[config.mk]
export PLATFORM = sky130hd
export DESIGN_NAME = elevator_call_scheduler
export DESIGN_NICKNAME = d
export VERILOG_FILES = /design/src/rtl/elevator_call_scheduler.sv
export SDC_FILE = /design/constraint.sdc
export NUM_CORES = 1
export LEC_CHECK = 0
export ABC_AREA = 1
export BUFFER_PORTS_ARGS = -buffer_cell sky130_fd_sc_hd__buf_2
export CAP_MARGIN = 20
export CORE_MARGIN = 2
export CORE_UTILIZATION = 48
export CTS_CLUSTER_SIZE = 20
export DETAILED_ROUTE_END_ITERATION = 16
export PLACE_DENSITY_LB_ADDON = 0.12
export SYNTH_ARGS = -nofsm -noshare
export SYNTH_HDL_FRONTEND = slang
export SYNTH_SLANG_ARGS = --single-unit
[constraint.sdc]
create_clock -name clk -period 2.2 [get_ports clk]
set_clock_uncertainty 0.05 [all_clocks]
set_input_delay 0.33 -clock clk [delete_from_list [all_inputs] [get_ports clk]]
set_output_delay 0.33 -clock clk [all_outputs]
set_load 0.02 [all_outputs]
[src/rtl/elevator_call_scheduler.sv]
// Call scheduler and cabin sequencer for a 4-floor elevator (G..F3).
// Latches calls, serves them in SCAN order, drives motor/door, handles overload and fire recall.
//
// Ports:
//   clk, reset            clock, async active-high reset
//   cab_btn, hall_req     per-floor call inputs (bit i = floor i)
//   overload, firealarm   cabin overweight hold, fire recall request
//   cur_floor             current / last-passed floor
//   moving_up/down        motor commands
//   door_open/closed      door command and its complement
//   dir_up                SCAN direction
//   pending               latched unserved calls
module elevator_call_scheduler #(
    parameter int TRAVEL_CYCLES = 3,
    parameter int DOOR_CYCLES   = 4
) (
    input  logic       clk,
    input  logic       reset,
    input  logic [3:0] cab_btn,
    input  logic [3:0] hall_req,
    input  logic       overload,
    input  logic       firealarm,
    output logic [1:0] cur_floor,
    output logic       moving_up,
    output logic       moving_down,
    output logic       door_open,
    output logic       door_closed,
    output logic       dir_up,
    output logic [3:0] pending
);

    localparam int TW = (TRAVEL_CYCLES > 1) ? $clog2(TRAVEL_CYCLES) : 1;
    localparam int DW = (DOOR_CYCLES > 1) ? $clog2(DOOR_CYCLES) : 1;
    localparam logic [TW-1:0] TRAVEL_LOAD = TW'(TRAVEL_CYCLES - 1);
    localparam logic [DW-1:0] DOOR_LOAD   = DW'(DOOR_CYCLES - 1);

    typedef enum logic [2:0] {
        IDLE,
        MOVE_UP,
        MOVE_DOWN,
        DOOR,
        FIRE_MOVE,
        FIRE_DOOR
    } state_t;

    state_t        state;
    logic          fire_act;
    logic [TW-1:0] travel_cnt;
    logic [DW-1:0] door_cnt;

    logic [3:0] req;
    logic [3:0] cur_hot;
    logic [3:0] next_hot;
    logic [3:0] latch_req;
    logic [3:0] pend_next;
    logic [1:0] next_floor;
    logic       fire_mode;
    logic       same_press;
    logic       calls_above;
    logic       calls_below;
    logic       stop_here;

    always_comb begin
        req        = cab_btn | hall_req;
        cur_hot    = 4'b0001 << cur_floor;
        next_floor = (state == MOVE_UP) ? cur_floor + 2'd1 : cur_floor - 2'd1;
        next_hot   = 4'b0001 << next_floor;
        // fire_act keeps latching blocked for the whole recall, even after the alarm drops
        fire_mode  = firealarm | fire_act;
        // a press for the open-door floor only extends the dwell
        latch_req  = fire_mode ? 4'b0000 : (door_open ? (req & ~cur_hot) : req);
        same_press = ~fire_mode & door_open & (|(req & cur_hot));
        pend_next  = pending | latch_req;
        calls_above = |(pending & ~((cur_hot << 1) - 4'd1));
        calls_below = |(pending & (cur_hot - 4'd1));
        // include same-cycle presses so the clear also swallows them
        stop_here  = |(pend_next & next_hot);
    end

    assign door_closed = ~door_open;

    always_ff @(posedge clk or posedge reset) begin
        if (reset) begin
            state       <= IDLE;
            cur_floor   <= 2'd0;
            dir_up      <= 1'b1;
            pending     <= 4'b0000;
            moving_up   <= 1'b0;
            moving_down <= 1'b0;
            door_open   <= 1'b0;
            fire_act    <= 1'b0;
            travel_cnt  <= '0;
            door_cnt    <= '0;
        end else begin
            pending <= firealarm ? 4'b0000 : pend_next;
            if (firealarm)
                fire_act <= 1'b1;
            unique case (state)
                IDLE: begin
                    if (firealarm) begin
                        dir_up <= 1'b0;
                        if (cur_floor == 2'd0) begin
                            state     <= FIRE_DOOR;
                            door_open <= 1'b1;
                        end else begin
                            state       <= FIRE_MOVE;
                            moving_down <= 1'b1;
                            travel_cnt  <= TRAVEL_LOAD;
                        end
                    end else if (pending[cur_floor] | overload) begin
                        state     <= DOOR;
                        door_open <= 1'b1;
                        door_cnt  <= DOOR_LOAD;
                        pending   <= pend_next & ~cur_hot;
                    end else if (dir_up && calls_above) begin
                        state      <= MOVE_UP;
                        moving_up  <= 1'b1;
                        travel_cnt <= TRAVEL_LOAD;
                    end else if (calls_below) begin
                        state       <= MOVE_DOWN;
                        moving_down <= 1'b1;
                        dir_up      <= 1'b0;
                        travel_cnt  <= TRAVEL_LOAD;
                    end else if (calls_above) begin
                        state      <= MOVE_UP;
                        moving_up  <= 1'b1;
                        dir_up     <= 1'b1;
                        travel_cnt <= TRAVEL_LOAD;
                    end
                end
                MOVE_UP, MOVE_DOWN: begin
                    if (travel_cnt != '0) begin
                        travel_cnt <= travel_cnt - TW'(1);
                    end else begin
                        cur_floor <= next_floor;
                        if (fire_mode) begin
                            // step finished; recall heads straight for G
                            moving_up <= 1'b0;
                            dir_up    <= 1'b0;
                            if (next_floor == 2'd0) begin
                                state       <= FIRE_DOOR;
                                moving_down <= 1'b0;
                                door_open   <= 1'b1;
                            end else begin
                                state       <= FIRE_MOVE;
                                moving_down <= 1'b1;
                                travel_cnt  <= TRAVEL_LOAD;
                            end
                        end else if (stop_here) begin
                            state       <= DOOR;
                            moving_up   <= 1'b0;
                            moving_down <= 1'b0;
                            door_open   <= 1'b1;
                            door_cnt    <= DOOR_LOAD;
                            pending     <= pend_next & ~next_hot;
                        end else if (next_floor == 2'd0 || next_floor == 2'd3) begin
                            // end of shaft with nothing to serve: never run past it
                            state       <= IDLE;
                            moving_up   <= 1'b0;
                            moving_down <= 1'b0;
                        end else begin
                            travel_cnt <= TRAVEL_LOAD;
                        end
                    end
                end
                DOOR: begin
                    if (firealarm) begin
                        dir_up <= 1'b0;
                        if (cur_floor == 2'd0) begin
                            state <= FIRE_DOOR;
                        end else begin
                            state       <= FIRE_MOVE;
                            door_open   <= 1'b0;
                            moving_down <= 1'b1;
                            travel_cnt  <= TRAVEL_LOAD;
                        end
                    end else if (overload | same_press) begin
                        door_cnt <= DOOR_LOAD;
                    end else if (door_cnt != '0) begin
                        door_cnt <= door_cnt - DW'(1);
                    end else begin
                        state     <= IDLE;
                        door_open <= 1'b0;
                    end
                end
                FIRE_MOVE: begin
                    if (travel_cnt != '0) begin
                        travel_cnt <= travel_cnt - TW'(1);
                    end else begin
                        cur_floor <= next_floor;
                        if (next_floor == 2'd0) begin
                            state       <= FIRE_DOOR;
                            moving_down <= 1'b0;
                            door_open   <= 1'b1;
                        end else begin
                            travel_cnt <= TRAVEL_LOAD;
                        end
                    end
                end
                FIRE_DOOR: begin
                    if (!firealarm) begin
                        state    <= DOOR;
                        door_cnt <= DOOR_LOAD;
                        fire_act <= 1'b0;
                    end
                end
                default: state <= IDLE;
            endcase
        end
    end

endmodule

After elaboration in Yosys (flattened, before gate mapping)
Index checks and enable logic that the tools add are counted.
W data, S select, Z words.
{"block": "totals", "out_inout_bits": 11, "register_bits": 18}
{"block": "classes", "n_bitwise": 20, "order_cmp": 1, "muxes": 100, "addsub": 6, "eq_ne": 36, "shifts": 2, "n_reduce_logical": 25}
{"cell": "$mux W2", "n": 23}
{"cell": "$mux W1", "n": 45}
{"cell": "$mux W3", "n": 15}
{"cell": "$ne A3 B3 Y1 const B", "n": 12}
{"cell": "$mux W4", "n": 8}
{"cell": "$and A4 B4 Y4", "n": 7}
{"cell": "$reduce_and A9 Y1", "n": 3}
{"cell": "$ne A2 B2 Y1 const B", "n": 12}
{"cell": "$ne A4 B4 Y1 const B", "n": 4}
{"cell": "$pmux W2 S4", "n": 2}
{"cell": "$reduce_or A4 Y1", "n": 4}
{"cell": "$pmux W3 S5", "n": 1}
{"cell": "$reduce_and A7 Y1", "n": 2}
{"cell": "$not A4 Y4", "n": 3}
{"cell": "$or A4 B4 Y4", "n": 2}
{"cell": "$pmux W1 S4", "n": 2}
{"cell": "$pmux W4 S2", "n": 1}
{"cell": "$reduce_and A8 Y1", "n": 1}
{"cell": "$reduce_bool A4 Y1", "n": 2}
{"cell": "$shl A1 B2 Y4 const A", "n": 2}
{"cell": "$sub A4 B1 Y4 const B", "n": 2}
{"cell": "$eq A3 B2 Y1 const B", "n": 2}
{"cell": "$eq A3 B3 Y1 const B", "n": 2}
{"cell": "$ne A6 B6 Y1 const B", "n": 1}
{"cell": "22 further kinds", "n": 32}

Longest topological paths before layout
Gate-level depths: netlist (run 1).
{"block": "logic_depth", "ltp_word": 12, "depth_mapped": 16}

Worst setup path after synthesis (run 1)
OpenSTA, ideal clock, no wires.
{"block": "synth_path", "kind": "reg2reg", "startpoint": "reg cur_floor[1]", "endpoint": "reg state[1]", "arrival_time_ps": 1884, "required_time_ps": 2033, "stages_incl_launch_ff": 14, "setup_ps": 117, "synth_period_minus_slack_ps": 2052, "path_buffers": 1, "slack_ps": 148, "path_cell_list": "dfrtp_1 buf_4 inv_2 xor2_1 inv_1 ha_1 nand2_1 nand2_2 nor2_8 nand3_2 nand2_2 inv_2 nand2_1 o21ai_2"}
{"block": "synth_via", "elab_chain_len": 12}
{"element": "start: declaration", "line_no": "23", "text": "output logic [1:0] cur_floor,"}
{"element": "start signal: assignment", "line_no": "135", "text": "cur_floor <= next_floor;"}
{"element": "start signal: assignment", "line_no": "190", "text": "cur_floor <= next_floor;"}
{"element": "parallel branches: the longest is 12 deep, another holds $sub A4 B1 Y4"}
{"element": "end signal: assignment", "line_no": "103", "text": "state <= FIRE_DOOR;"}
{"element": "end signal: assignment", "line_no": "141", "text": "state <= FIRE_DOOR;"}
{"element": "end signal: assignment", "line_no": "150", "text": "state <= DOOR;"}
{"element": "end: declaration", "line_no": "46", "text": "state_t state;"}
Several ways; the timed one is not identified. The select of a mux whose other input is x is not followed.
A chain may end at the register's enable or synchronous reset.

Worst setup path in the final report (run 1)
{"block": "layout_path", "startpoint": "reg state[1]", "endpoint": "reg pending[0]"}
{"block": "layout_via", "elab_chain_len": 9}
{"element": "start signal: assignment", "line_no": "84", "text": "state <= IDLE;"}
{"element": "start signal: assignment", "line_no": "103"}
{"element": "start signal: assignment", "line_no": "106", "text": "state <= FIRE_MOVE;"}
{"element": "$eq A3 B1 Y1", "line_no": "66, 98"}
{"element": "$mux W2", "line_no": "66", "text": "next_floor = (state == MOVE_UP) ? cur_floor + 2'd1 : cur_floor - 2'd1;"}
{"element": "$shl A1 B2 Y4", "line_no": "67", "text": "next_hot = 4'b0001 << next_floor;"}
{"element": "$and A4 B4 Y4 or $not A4 Y4 (tied branches)", "line_no": "77, 155"}
{"element": "$reduce_or A4 Y1 or $and A4 B4 Y4 (tied branches)", "line_no": "77, 155"}
{"element": "$mux W4", "line_no": "149", "text": "end else if (stop_here) begin"}
{"element": "$mux W4", "line_no": "136", "text": "if (fire_mode) begin"}
{"element": "$mux W4", "line_no": "132", "text": "if (travel_cnt != '0) begin"}
{"element": "$pmux W4 S2 (*)", "line_no": "98", "text": "unique case (state)"}
{"element": "end signal: assignment", "line_no": "95", "text": "pending <= firealarm ? 4'b0000 : pend_next;"}
{"element": "end signal: assignment", "line_no": "114", "text": "pending <= pend_next & ~cur_hot;"}
{"element": "end signal: assignment", "line_no": "155", "text": "pending <= pend_next & ~next_hot;"}
{"element": "end: declaration", "line_no": "29", "text": "output logic [3:0] pending"}
Mark *: on every way between the ends. The rest lies on a longest branch, timed or not.

==> impl_metrics.yaml, run 1 <==
critical_path:
  cp_slowest_stage_delay_ns: 0.41
  worstPathCellList: "nor2_2 > nand2_1 > xor2_1 > buf_4 > ha_1 > nand2_1 > nand2_2 > nor2_8 > inv_2 > nand2_1 > nand3_1 > a21boi_1"
  critPathRequiredTime_ns: 2.33
  cp_num_buf_inv: 2
  arrival_ns: 2.16
  critical-path-slowest-cell: "dfrtp_1"
  end_kind: "flop"
  crit_fanout: 7
  cpMostUsedCell: "nand2_1"
  r2r_slack_ns: 0.17
  path_delay_family: "simple AND/OR/NAND/NOR gates"
  worstSetupPathType: "reg -> reg"
  cp-start-kind: "flop"
clock_tree:
  cts_tree: "done"
  clkSinkCount: 18
  clk_latency_ns: 0.27
  cts_hold_buffers: 0
  cts_buffers: 3
  cts_root_buf: "clkbuf_8"
  cts_buffer_depth: 2
  cts.clk_slew.worst_paths_ns: 0.08
  cts-htree-levels: 1
yosys:
  synth_compound_area_share_pct: 13.6
  synth_ff_type: "dfrtp_1"
  synthMuxAreaShare_pct: 0
  yosysWarnings: 0
  yosys.area_share.adder_pct: 3.42
  synthArstFlopShare_pct: 100
  netlist_instances: 307
  synth_xor_area_share_pct: 0.958
  synth-seq-cells: 18
  ys_seq_area_share_pct: 24.7
  synth_edf_count: 0
  synthSimpleGateAreaFrac_pct: 46.9
  syn_avg_cell_area_um2: 5.96
  syn-cell-area_um2: 1830
  synth_top_family_by_area: "simple AND/OR/NAND/NOR gates"
  synth.distinct_cells: 33
  syn_nets: 324
sta:
  setup_violations: 0
  finalHoldViolCount: 0
  fmax_mhz: 493
  worst_pin_slew_ns: 0.737
  setup_tns_ns: 0
  slew_headroom_pct: 50.8
  drv_slew: 0
  setup_ws_ns: 0.171
  finalCritPeriodShare_pct: 92.2
  timing.final.crit_period_ns: 2.03
routing:
  drt_wl_total_mm: 5.41
  drt_pass1_iterations: 4
  vias: 2066
  routedWlPerCell_um: 13.9
  vias_per_cell: 5.30
  antenna_left: 0
  drc_errors: 0
  first_iter_violations: 169
grt:
  grt_pass1_wl_mm: 9.19
  track_usage_pct: 27.9
  antenna_found_initial: 0
  grt_pass1_vias: 1975
  grt_start_max_net_pins: 19
  grt_overflow_total: 0
floorplan:
  ios: 23
  dieArea_um2: 4320
  core_area_um2: 3660
  initial_core_util_pct: 50.0
  rows: 22
  dieHeight_um: 65.7
  fp.dieW_um: 65.7
power:
  powerDensity_nw_per_um2: 1610
  ir_drop_mv: 0.773
  p_comb_share_pct: 72.9
  p_clk_share_pct: 8.3
  seqPwrFrac_pct: 18.8
  finalPower_uw: 3490
  swShare_pct: 55.9
  p_int_uw: 1540
  leakage_uw: 0.00112
  p_switching_uw: 1950
final_layout:
  antenna_cells: 0
  fillers: 374
  final_cell_mix: "87 x nand2_1, 48 x nor2_1, 36 x inv_1, 22 x buf_2"
  area_delta_synth_final_pct: 18.7
  fin_nets: 360
  fin_area_um2: 2170
  final_common_cell: "nand2_1"
  drive_gt1_share_pct: 24.0
  postLayoutCoreUtil_pct: 59.3
flow_run:
  cap_violations: 0
placed_design:
  place_congestion: 0.936
  dpl_cell_area_um2: 2060
  pre_cts_ws_ns: 0.0250
  portBuffers: 22
  hpwl_mm: 4.31
run_status:
  status: "complete, no violations"
min_path:
  hp-class: "in -> async"
final cells by class:
class	count	area [µm²]	area share (%)
Clock buffer	4	55.1	2.54
Multi-Input combinational cell	240	1230	56.5
Sequential cell	18	453	20.9
Tap cell	48	60.1	2.77
Timing Repair Buffer	35	208	9.57
Inverter	45	169	7.78
per-stage QoR:
| step | hold slack [ns] | cells |
|---|---|---|
| 4_1_cts | 0.152 | 388 |
| 3_5_place_dp | 0.425 | 384 |
| 6_report | 0.128 | 390 |
| 3_3_place_gp | 0.415 | 384 |
| 2_1_floorplan | 0.218 | 307 |
| 5_1_grt | 0.203 | 390 |
kinds of logic after synthesis:
group,count (synthesis)
buffers and inverters,49
adders and majority gates,5
xor gates and xnor gates,2
AOI/OAI and AO/OA,44
DFF,18
and+or+nand+nor,189
power groups by stage:
stage / clock [µW] / combinational [µW] / sequential, µW
global placement: 0 / 2390 / 653
global route: 304 / 2860 / 684
detailed placement: 0 / 2380 / 652
finish: 291 / 2550 / 658
CTS: 297 / 2400 / 648
floorplan: 0 / 1650 / 713
layer usage:
metal  part of all wire (%)  GRT usage (%)  vias to the layer above
li1                       -              -                     1043
met1                     47           40.2                      943
met2                     44           43.3                       67
met3                    6.5           2.23                       13
met4                    2.5           10.7                        0
met5                      0              0                        -
worst reg2reg max path, stage by stage, from the launching register on:
cell and delay [ns]:
dfrtp_1 0.41, nor2_2 0.13, nand2_1 0.09, xor2_1 0.16
buf_4 0.14, ha_1 0.19, nand2_1 0.08, nand2_2 0.09
nor2_8 0.19, inv_2 0.06, nand2_1 0.08, nand3_1 0.07
a21boi_1 0.20
state kept, by name, summed over array words and instances, names as in the netlist:
signal,flops
state,3
moving_up,1
cur_floor,2
door_open,1
door_cnt,2
fire_act,1
travel_cnt,2
pending,4
moving_down,1
dir_up,1
final timing paths:
kind | from | to | cells after the start
max in group asynchronous | reset | cur_floor[0] | 2
setup reg to reg | state[1] | pending[0] | 12
hold / removal | reset | travel_cnt[1] | 2
hold reg to reg | dir_up | dir_up | 2
min in group clk | dir_up | dir_up | 2
setup / recovery | state[1] | pending[0] | 12
repair_timing:
item / in CTS / in global routing
pin swaps: 0 / 5
cloned: 0 / 0
setup endpoints to repair: 1 / 12
buffers inserted: 0 / 2
gates resized for setup: 1 / 11
synth_stat cells, types with 3 or more instances:
library cell | number | area, µm²
inv_1 | 37 | 139
a21oi_1 | 9 | 45.0
nor3_1 | 6 | 30.0
buf_2 | 3 | 15.0
nand3_2 | 3 | 30.0
o21ai_1 | 12 | 60.1
o21ai_0 | 13 | 65.1
nand2_2 | 7 | 43.8
inv_2 | 8 | 30.0
ha_1 | 5 | 62.6
nand2_1 | 90 | 338
nor2_4 | 4 | 45.0
nand3_1 | 16 | 80.1
dfrtp_1 | 17 | 425
nor2_1 | 50 | 188
nor2_2 | 4 | 25.0
(Power assumes the default switching activity.)
==> run 2: changes to the inputs <==
--- a/config.mk
+++ b/config.mk
@@ -12,7 +12,8 @@
 export CORE_UTILIZATION = 48
 export CTS_CLUSTER_SIZE = 20
 export DETAILED_ROUTE_END_ITERATION = 16
-export PLACE_DENSITY_LB_ADDON = 0.12
+export GPL_TIMING_DRIVEN = 0
+export PLACE_DENSITY = 0.74
 export SYNTH_ARGS = -nofsm -noshare
 export SYNTH_HDL_FRONTEND = slang
 export SYNTH_SLANG_ARGS = --single-unit
==> impl_metrics.yaml, run 2 (synthesis gave the netlist of run 1 again) <==
sta:
  timing.final.crit_period_ns: 2.07
  worst_pin_slew_ns: 0.693
  slew_headroom_pct: 53.8
  setup_violations: 0
  finalCritPeriodShare_pct: 94.2
  rsz0062_at_grt: "false"
  finalHoldViolCount: 0
  fmax_mhz: 482
  drv_slew: 0
routing:
  routedWlPerCell_um: 13.4
  antenna_left: 0
  drc_errors: 0
  vias_per_cell: 5.33
  vias: 2079
  drt_wl_total_mm: 5.21
  first_iter_violations: 175
  drt_pass1_iterations: 5
final_layout:
  final_common_cell: "nand2_1"
  fin_nets: 360
  drive_gt1_share_pct: 26.0
  postLayoutCoreUtil_pct: 60.6
  antenna_cells: 0
  regMostFlops: "pending"
  largest_register_ffs: 4
  area_delta_synth_final_pct: 21.3
  reg_top3: "pending x4, state x3"
  fin_area_um2: 2220
  final_cell_mix: "84 x nand2_1, 47 x nor2_1, 34 x inv_1, 24 x buf_2"
power:
  ir_drop_mv: 0.932
  leakage_uw: 0.00112
  powerDensity_nw_per_um2: 1620
floorplan:
  dieHeight_um: 65.7
  initial_core_util_pct: 50.0
  core_area_um2: 3660
  rows: 22
  fp.dieW_um: 65.7
  ios: 23
  dieArea_um2: 4320
clock_tree:
  cts_tree: "done"
  cts_buffer_depth: 2
  cts-htree-levels: 1
  clkSinkCount: 18
  clk_latency_ns: 0.26
  cts.clk_slew.worst_paths_ns: 0.07
  cts_root_buf: "clkbuf_8"
  cts_buffers: 3
  cts_hold_buffers: 0
grt:
  grt_pass1_wl_mm: 8.84
  grt_pass1_vias: 1898
  grt_overflow_total: 0
  track_usage_pct: 26.7
  antenna_found_initial: 0
  grt_start_max_net_pins: 19
critical_path:
  worstSetupPathType: "reg -> reg"
  r2r_slack_ns: 0.13
  crit_fanout: 7
  arrival_ns: 2.18
  cp-start-kind: "flop"
  startpoint: "state[1]"
  timing.rr.start: "state[1]"
  critPathRequiredTime_ns: 2.30
  end_kind: "flop"
placed_design:
  place_congestion: 1.00
  hpwl_mm: 3.91
  dpl_cell_area_um2: 2000
  portBuffers: 22
run_status:
  status: "complete, no violations"
min_path:
  hp-class: "in -> async"
flow_run:
  cap_violations: 0
## run 2: cell counts in the layout (fill, tap and decap cells not counted)
Identical to the previous run, type by type.
## run 2: repair_timing
item,4_1_cts,5_1_grt
resized for setup,11,19
setup endpoints to repair,14,14
setup buffers,4,5
pin swaps,2,10
## run 2: area by class of cell
type / count / area [µm²]
tap: 48 / 60.1
inverter: 45 / 174
buffer: 4 / 32.5
fill: 351 / 1440
timing repair buffer: 31 / 181
sequential: 18 / 453
multi-input combinational: 240 / 1270
clock buffer: 4 / 45.0
## run 2: per-layer routing
layer	GRT usage [%]	vias to the layer above	part of all wire [%]
met1	37.2	925	44
met2	40.9	101	45
met4	7.55	0	1.8
met3	6.51	12	9.2
li1	-	1041	-
met5	0	-	0
## run 2: final timing paths
| kind | endpoint | cells past startpoint |
|---|---|---|
| hold reg to reg | moving_up | 2 |
| setup / recovery | state[1] | 13 |
| min in group clk | moving_up | 4 |
| max in group asynchronous | state[1] | 2 |
| hold / removal | door_cnt[0] | 2 |
| setup reg to reg | state[1] | 13 |
## run 2: critical path, stage by stage, from the launching register on
cell and delay, ns:
dfrtp_2 0.45, nor2_4 0.13, nand2_4 0.08, xor2_4 0.16, buf_4 0.14, ha_1 0.18, nand2_1 0.08, nand2_2 0.09
nor2_8 0.19, nand3_4 0.13, nand2_4 0.12, inv_2 0.04, nand2_1 0.07, o21ai_2 0.05
## run 2: where the power goes
| group | switching [µW] | total (µW) | internal [µW] |
|---|---|---|---|
| combinational | 1720 | 2690 | 965 |
| clock | 121 | 250 | 129 |
| sequential | 156 | 649 | 492 |
## run 2: through the flow
stage / instances / hold WS [ns] / power [µW] / setup WS [ns] / setup TNS (ns)
6_report: 390 / 0.113 / 3590 / 0.127 / 0
5_1_grt: 390 / 0.191 / 3930 / 0.00271 / 0
4_1_cts: 385 / 0.152 / 3350 / 0.00394 / 0
3_5_place_dp: 377 / 0.423 / 2910 / -0.291 / -2.16
3_3_place_gp: 377 / 0.412 / 2890 / -0.243 / -1.58
2_1_floorplan: 307 / 0.218 / 2360 / 0.148 / 0
